[src/rtl/stream_arb_mux.sv]
// stream_arb_mux: N-to-1 valid/ready stream multiplexer with an internal
// round-robin arbiter and a registered output stage (1-cycle latency,
// 1 beat/cycle sustained throughput).
// Optional build macro STREAM_ARB_MUX_FIXED_PRIORITY_EN: replaces round-robin
// with fixed priority (lowest requesting index wins, no last-grant pointer).
module stream_arb_mux #(
  parameter  int WIDTH  = 32,
  parameter  int INPUTS = 4,
  localparam int SELW   = $clog2(INPUTS)
) (
  input  logic                    i_Clock,
  input  logic                    i_Reset,
  input  logic [INPUTS-1:0]       i_Valid,
  input  logic [INPUTS*WIDTH-1:0] i_Data,
  output logic [INPUTS-1:0]       o_Ready,
  output logic                    o_Valid,
  output logic [WIDTH-1:0]        o_Data,
  output logic [SELW-1:0]         o_Select,
  input  logic                    i_Ready
);

  logic             valid_q, valid_d;
  logic [WIDTH-1:0] data_q, data_d;
  logic [SELW-1:0]  sel_q, sel_d;
`ifndef STREAM_ARB_MUX_FIXED_PRIORITY_EN
  logic [SELW-1:0]  last_q, last_d;
`endif

  logic             load;
  logic             grant_found;
  logic [SELW-1:0]  grant_idx;
  logic [WIDTH-1:0] grant_data;
  logic             xfer;

  // Output register can take a beat when empty or drained this cycle
  assign load = !valid_q || i_Ready;

  // Arbitration: pick the granted channel from the request vector only
  always_comb begin
    int unsigned cand;
    grant_found = 1'b0;
    grant_idx   = '0;
    cand        = 0;
`ifdef STREAM_ARB_MUX_FIXED_PRIORITY_EN
    for (int unsigned k = 0; k < INPUTS; k++) begin
      if (!grant_found && i_Valid[SELW'(k)]) begin
        grant_found = 1'b1;
        grant_idx   = SELW'(k);
      end
    end
`else
    // Scan starts just after the last grant and wraps modulo INPUTS, so
    // indices >= INPUTS are never produced even for non-power-of-two sizes.
    for (int unsigned off = 1; off <= INPUTS; off++) begin
      cand = (32'(last_q) + off) % INPUTS;
      if (!grant_found && i_Valid[SELW'(cand)]) begin
        grant_found = 1'b1;
        grant_idx   = SELW'(cand);
      end
    end
`endif
  end

  // Data mux for the granted channel (kept separate so o_Ready never sees i_Data)
  always_comb begin
    grant_data = '0;
    for (int unsigned k = 0; k < INPUTS; k++) begin
      if (grant_idx == SELW'(k)) grant_data = i_Data[k*WIDTH +: WIDTH];
    end
  end

  // One-hot accept towards the granted producer; silent during reset
  always_comb begin
    o_Ready = '0;
    if (xfer) o_Ready[grant_idx] = 1'b1;
  end

  assign xfer = i_Reset && load && grant_found;

  // Next-state of the output stage and the last-grant pointer
  always_comb begin
    valid_d = valid_q;
    data_d  = data_q;
    sel_d   = sel_q;
`ifndef STREAM_ARB_MUX_FIXED_PRIORITY_EN
    last_d  = last_q;
`endif
    if (xfer) begin
      valid_d = 1'b1;
      data_d  = grant_data;
      sel_d   = grant_idx;
`ifndef STREAM_ARB_MUX_FIXED_PRIORITY_EN
      last_d  = grant_idx;
`endif
    end else if (valid_q && i_Ready) begin
      valid_d = 1'b0;
    end
  end

  // State registers with synchronous active-low reset
  always_ff @(posedge i_Clock) begin
    if (!i_Reset) begin
      valid_q <= 1'b0;
      data_q  <= '0;
      sel_q   <= '0;
`ifndef STREAM_ARB_MUX_FIXED_PRIORITY_EN
      last_q  <= SELW'(INPUTS - 1);
`endif
    end else begin
      valid_q <= valid_d;
      data_q  <= data_d;
      sel_q   <= sel_d;
`ifndef STREAM_ARB_MUX_FIXED_PRIORITY_EN
      last_q  <= last_d;
`endif
    end
  end

  assign o_Valid  = valid_q;
  assign o_Data   = data_q;
  assign o_Select = sel_q;

endmodule
[config.mk]
export PLATFORM = sky130hd
export DESIGN_NAME = stream_arb_mux
export DESIGN_NICKNAME = d
export VERILOG_FILES = /design/src/rtl/stream_arb_mux.sv
export SDC_FILE = /design/constraint.sdc
export NUM_CORES = 1
export LEC_CHECK = 0
export CAP_MARGIN = 20
export CORE_MARGIN = 2
export CORE_UTILIZATION = 31
export DETAILED_ROUTE_END_ITERATION = 6
export PLACE_DENSITY = 0.86
export SLEW_MARGIN = 30
export SYNTH_ARGS = -nofsm -noshare
export SYNTH_HDL_FRONTEND = slang
export SYNTH_SLANG_ARGS = --single-unit
[constraint.sdc]
create_clock -name i_Clock -period 2 [get_ports i_Clock]
set_clock_uncertainty 0.15 [all_clocks]
set_input_delay 0.2 -clock i_Clock [delete_from_list [all_inputs] [get_ports i_Clock]]
set_output_delay 0.2 -clock i_Clock [all_outputs]
set_load 0.01 [all_outputs]
==> results of run 1 <==
metal layers:
metal / wire, um / global-route usage [%]
met1: 3730 / 23.9
met2: 5260 / 42.4
met3: 782 / 6.89
met4: 241 / 8.96
met5: 0 / 0
cell usage in the layout (no fill, tap or decap), types with 3 or more instances in the layout:
cell type,count
a2bb2oi_1,8
dlygate4sd2_1,5
clkdlybuf4s50_1,165
nor2_1,25
buf_2,3
clkbuf_8,5
mux2_4,14
nand2_1,37
o31ai_1,4
buf_6,8
o21ai_1,4
o22ai_2,4
buf_12,3
nand3_1,11
o211ai_1,8
mux2_2,11
o21ai_0,28
o2bb2ai_1,8
o211a_1,5
a222oi_1,10
and3_1,8
a21oi_1,15
buf_4,30
dfxtp_1,35
through the flow:
step | std cells | utilization (%)
finish | 589 | 63.7
detailed placement | 576 | 60.3
CTS | 587 | 62.8
floorplan | 295 | -
global route | 589 | 63.7
global placement | 576 | 60.3
layout make-up:
cell class | count | share of cell area [%]
timing repair buffer | 214 | 44.7
multi-input combinational | 230 | 34.9
sequential | 37 | 16.0
tap | 99 | 2.65
clock buffer | 6 | 1.55
clock inverter | 2 | 0.214
antenna | 1 | 0.0536
what timing repair did:
action	CTS	global route
pin swaps	2	7
gates resized for setup	46	14
buffers inserted	3	2
endpoints found under the setup margin	36	34
hold buffers	0	0
gates cloned	0	0
power by group through the flow:
stage               clock, mW  combinational (mW)  sequential [mW]
finish                  0.513                1.29            0.884
global route            0.560                1.37            0.895
CTS                     0.531                1.25            0.884
detailed placement          0                1.19            0.899
global placement            0                1.16            0.893
floorplan                   0               0.482            0.936
sequential cells by signal (all words and copies together) (netlist names):
| signal | cells |
|---|---|
| o_Select | 2 |
| o_Valid | 1 |
| o_Data | 32 |
| last_q | 2 |
tightest hold or removal path, delay by kind of cell:
family | cells | cell delay, ns
buf+inv | 2 | 0.35
compound gates | 1 | 0.14
kinds of logic after synthesis:
kind of cell,after synthesis
AOI/OAI and AO/OA,105
buffers and inverters,28
DFF,37
muxes,25
and+or+nand+nor,100
path summary, 6_finish.rpt:
| kind | cells past startpoint | slack, ns | end |
|---|---|---|---|
| worst max-delay path | 6 | -0.08 | o_Data[27] |
| worst max register to register | 6 | -0.08 | o_Data[27] |
| worst min-delay path | 3 | 0.28 | o_Valid |
| worst min register to register | 2 | 0.32 | o_Select[1] |
==> impl_metrics.json, run 1 <==
{
  "syn_nets": 430,
  "hp-start": "i_Valid[2]",
  "synth_top_family_by_area": "compound AO/OA/AOI/OAI gates",
  "endpoint_kind": "register",
  "avgSynthCellArea_um2": 8.04,
  "max_freq_ghz": 0.481,
  "final.fill_count": 625,
  "io_buffers": 173,
  "power_switching_share_pct": 31.2,
  "power_leakage_nw": 1.89,
  "die_w_um": 91.5,
  "route.detailed.drc": 0,
  "synth_compound_area_share_pct": 31.1,
  "synthDistinctLibCells": 39,
  "seq_area_um2": 746,
  "ant_nets": 0,
  "synth-seq-area-share_pct": 31.2,
  "yosysMostFrequentCell": "nand2_1",
  "muxShareOfSynthArea_pct": 11.9,
  "cp_slowest_cell": "dfxtp_4",
  "maxCapViolations": 0,
  "die_y_um": 91.5,
  "drv_slew": 0,
  "htree_levels": 2,
  "grt_max_degree": 28,
  "clk_pin_slew_ns": 0.08,
  "worst-path-buf-inv": 2,
  "grt_pass1_wl_um": 15300,
  "vias_per_cell": 5.25,
  "cts_sinks": 37,
  "synth_top_area_share_pct": 31.2,
  "p_total_mw": 2.68,
  "drive_gt1_share_pct": 19.8,
  "ys_warn_count": 0,
  "intPower_mw": 1.85,
  "holdWs_ns": 0.281,
  "first_pass_iters": 4,
  "pwr-share-comb_pct": 47.9,
  "rows": 31,
  "setup_viol": 16,
  "startpoint_type": "register",
  "start_util_pct": 32.3,
  "crit_fanout": 8,
  "hp-class": "primary input to register",
  "worstSetupPathType": "register to register",
  "wl_per_cell_um": 17.0,
  "gp_congestion": 0.859,
  "ys_seq_elements": 37,
  "p_seq_share_pct": 33.0,
  "cp.required_ns": 2.03,
  "ir_worst_vdd_v": 0.000304,
  "core_mm2": 0.00733,
  "synthSimpleGateAreaFrac_pct": 19.6,
  "fin_setup_tns_ns": -0.674,
  "slew_headroom_pct": 79.5,
  "slowest_delay_ns": 0.37,
  "multi_input_area_mm2": 0.00163,
  "worst_pin_slew_ns": 0.307,
  "fin_area_mm2": 0.00467,
  "netlist_area_mm2": 0.00237,
  "netlist_instances": 295,
  "async_flop_share_pct": 0,
  "overflow": 0,
  "switchingPower_mw": 0.836,
  "synth_flop_cell": "dfxtp_1",
  "synth_area_leaders": "dfxtp_1, mux2_2, o21ai_0",
  "clockPowerShare_pct": 19.1,
  "postRouteWirelength_um": 10000,
  "startpoint": "last_q[1]",
  "rsz0062_at_grt": "true",
  "synth_fa_ha_area_share_pct": 0,
  "synth_edf_count": 0,
  "finalHoldViolCount": 0,
  "path_cells": "buf_6 -> a311oi_4 -> buf_6 -> mux2_4 -> mux2_4 -> o211a_1",
  "period_needed_ns": 2.08,
  "synth_xor_area_share_pct": 0,
  "layout_setup_ws_ns": -0.0805,
  "drt-initial-drc-count": 113,
  "grt_pass1_vias": 3236,
  "area_delta_synth_final_pct": 97.0,
  "crit_arrival_ns": 2.11,
  "design.die.area_mm2": 0.00836,
  "cts_root_buffer": "clkbuf_8",
  "cts_buffer_depth": 2,
  "fin_nets": 623,
  "synth_area_leader_cell": "dfxtp_1",
  "violations": "negative setup slack",
  "post_dp_cell_area_mm2": 0.00442,
  "cts_tree": "yes",
  "reg2reg_from": "last_q[1]",
  "cpLargestDelayFamily": "multiplexers",
  "pre_cts_ws_ns": -0.665,
  "pwr_density_cell_mw_per_mm2": 574,
  "antenna_found_initial": 1,
  "status": "finished with violations",
  "synth.top_cells.by_count": "nand2_1, dfxtp_1, o21ai_0, nor2_1, mux2_2",
  "track_usage_pct": 22.9,
  "detailroute.via_count": 3095,
  "hpwl_um": 7670,
  "ioPinCount": 174,
  "finalCritPeriodShare_pct": 104,
  "clk_latency_ns": 0.29,
  "cts_made_buffers": 5
}
No activity file was read; power rests on OpenSTA's default activity.
==> inputs of run 2 (changes only) <==
CTS_CLUSTER_DIAMETER = 100   (was not set)
REMOVE_ABC_BUFFERS = 1   (was not set)
==> run 2 against run 1 <==
  * Final area up 4.6%
  * Non-clock buffer count rose by 8
  * The flow still finishes with violations (negative setup slack)
  * Power rose by 6.1%
  * Flip-flop and latch count stayed put
  * Largest power group unchanged
  * Maximum frequency fell by 4.3%
  * Combinational power up 11%
  * Wire length grew 8.6%
  * Global-route usage increased by 1.6 points
  * Critical endpoint is now o_Data[1]
==> impl_metrics.json, run 2 (synthesized netlist as in run 1, its figures left out) <==
{
  "drt-initial-drc-count": 203,
  "overflow": 0,
  "worst_pin_slew_ns": 0.423,
  "finalCritPeriodShare_pct": 109,
  "endpoint_kind": "register",
  "cts_tree": "yes",
  "grt_max_degree": 39,
  "fin_nets": 631,
  "startpoint": "last_q[0]",
  "max_freq_ghz": 0.460,
  "route.detailed.drc": 0,
  "detailroute.via_count": 3202,
  "hp-start": "i_Valid[1]",
  "hp-class": "primary input to register",
  "period_needed_ns": 2.17,
  "wl_per_cell_um": 18.2,
  "timing.critical_path.mode_cell": "mux2_4",
  "maxCapViolations": 0,
  "start_util_pct": 32.3,
  "hold_buffers": 0,
  "pwr_density_cell_mw_per_mm2": 582,
  "design.die.area_mm2": 0.00836,
  "slew_headroom_pct": 71.8,
  "cp.required_ns": 2.04,
  "layout_commonest_cell": "clkdlybuf4s50_1",
  "startpoint_type": "register",
  "antenna_found_initial": 0,
  "track_usage_pct": 24.5,
  "cts_root_buffer": "clkbuf_8",
  "setup_viol": 23,
  "status": "finished with violations",
  "ant_nets": 0,
  "holdWs_ns": 0.231,
  "cp_slowest_cell": "dfxtp_4",
  "htree_levels": 2,
  "pre_cts_ws_ns": -0.687,
  "cts_sinks": 37,
  "layout_common_cells": "clkdlybuf4s50_1, nand2_1, dfxtp_1",
  "diodes": 0,
  "worst-path-buf-inv": 2,
  "path_cells": "nand2b_4 -> a311oi_4 -> buf_6 -> buf_8 -> mux2_4 -> mux2_4 -> o211a_1",
  "postRouteWirelength_um": 10900,
  "ioPinCount": 174,
  "ir_worst_vdd_v": 0.000321,
  "drv_slew": 0,
  "io_buffers": 173,
  "rows": 31,
  "first_pass_iters": 5,
  "finalHoldViolCount": 0,
  "fin_area_mm2": 0.00488,
  "layout_setup_ws_ns": -0.173,
  "grt_pass1_vias": 3389,
  "rsz0062_at_grt": "true",
  "power_leakage_nw": 2.00,
  "crit_fanout": 5,
  "largest_reg_flops": 32,
  "worstSetupPathType": "register to register",
  "die_y_um": 91.5,
  "vias_per_cell": 5.37,
  "area_delta_synth_final_pct": 106,
  "p_total_mw": 2.84,
  "drive_gt1_share_pct": 22.7,
  "crit_arrival_ns": 2.21,
  "grt_pass1_wl_um": 16400,
  "post_dp_cell_area_mm2": 0.00442,
  "hpwl_um": 7470,
  "die_w_um": 91.5,
  "cts_made_buffers": 5,
  "slowest_delay_ns": 0.37,
  "cts_buffer_depth": 2,
  "core_mm2": 0.00733,
  "ff2ff_setup_slack_ns": -0.17,
  "cpLargestDelayFamily": "multiplexers",
  "violations": "negative setup slack",
  "clk_pin_slew_ns": 0.08,
  "gp_congestion": 0.806,
  "reg2reg_from": "last_q[0]",
  "clk_latency_ns": 0.29
}
==> run 2: cell count changes in the layout (fill, tap and decap cells not counted), sizes merged <==
cell	previous run	this run
buf	44	53
dlygate4sd2	5	3
clkbuf	6	7
diode	1	0
==> run 2: final timing paths <==
| path | to | cells after the start |
|---|---|---|
| setup reg to reg | o_Data[1] | 7 |
| setup / recovery | o_Data[1] | 7 |
| hold / removal | o_Data[18] | 4 |
| hold reg to reg | o_Data[31] | 2 |
==> run 2: tightest hold or removal path: cells and delay by family <==
kind	cells	cell delay, ns
AOI/OAI and AO/OA	2	0.18
and+or+nand+nor	1	0.11
buffers and inverters	1	0.15
==> run 2: metrics by stage <==
stage / TNS, ns / util, % / std cells
6_report: -2.21 / 66.6 / 596
5_1_grt: -3.93 / 66.6 / 596
4_1_cts: -2.17 / 63.9 / 590
3_5_place_dp: -20.96 / 60.3 / 574
3_3_place_gp: -18.25 / 60.3 / 574
2_1_floorplan: -35.15 / - / 267
==> run 2: timing repair <==
item,in CTS,in global routing
resized for setup,59,42
pin swaps,11,23
setup endpoints to repair,37,36
setup buffers,6,9
gates cloned,2,0
==> run 2: cell type report <==
type	instances	area [um^2]
timing repair buffer	222	2210
clock inverter	2	10.0
clock buffer	6	72.6
tap	99	124
fill	560	2450
multi-input combinational	230	1720
sequential	37	748
==> run 2: per-layer routing <==
layer / global-route usage (%) / part of all wire (%) / vias up
li1: - / - / 1499
met1: 26.0 / 38 / 1520
met3: 7.22 / 8.1 / 18
met2: 46.8 / 52 / 165
met5: 0 / 0 / -
met4: 6.06 / 1.7 / 0
==> run 2: power by group <==
part / total [mW] / internal (mW) / switching, mW / leakage, nW
combinational: 1.43 / 0.859 / 0.568 / 1.65
sequential: 0.888 / 0.832 / 0.0558 / 0.308
clock: 0.529 / 0.242 / 0.287 / 0.0450
==> inputs of run 3 (changes only) <==
ABC_AREA = 0   (was not set)
==> results of run 3 <==
No change in the layout: final DEF, timing and power equal those of run 2.
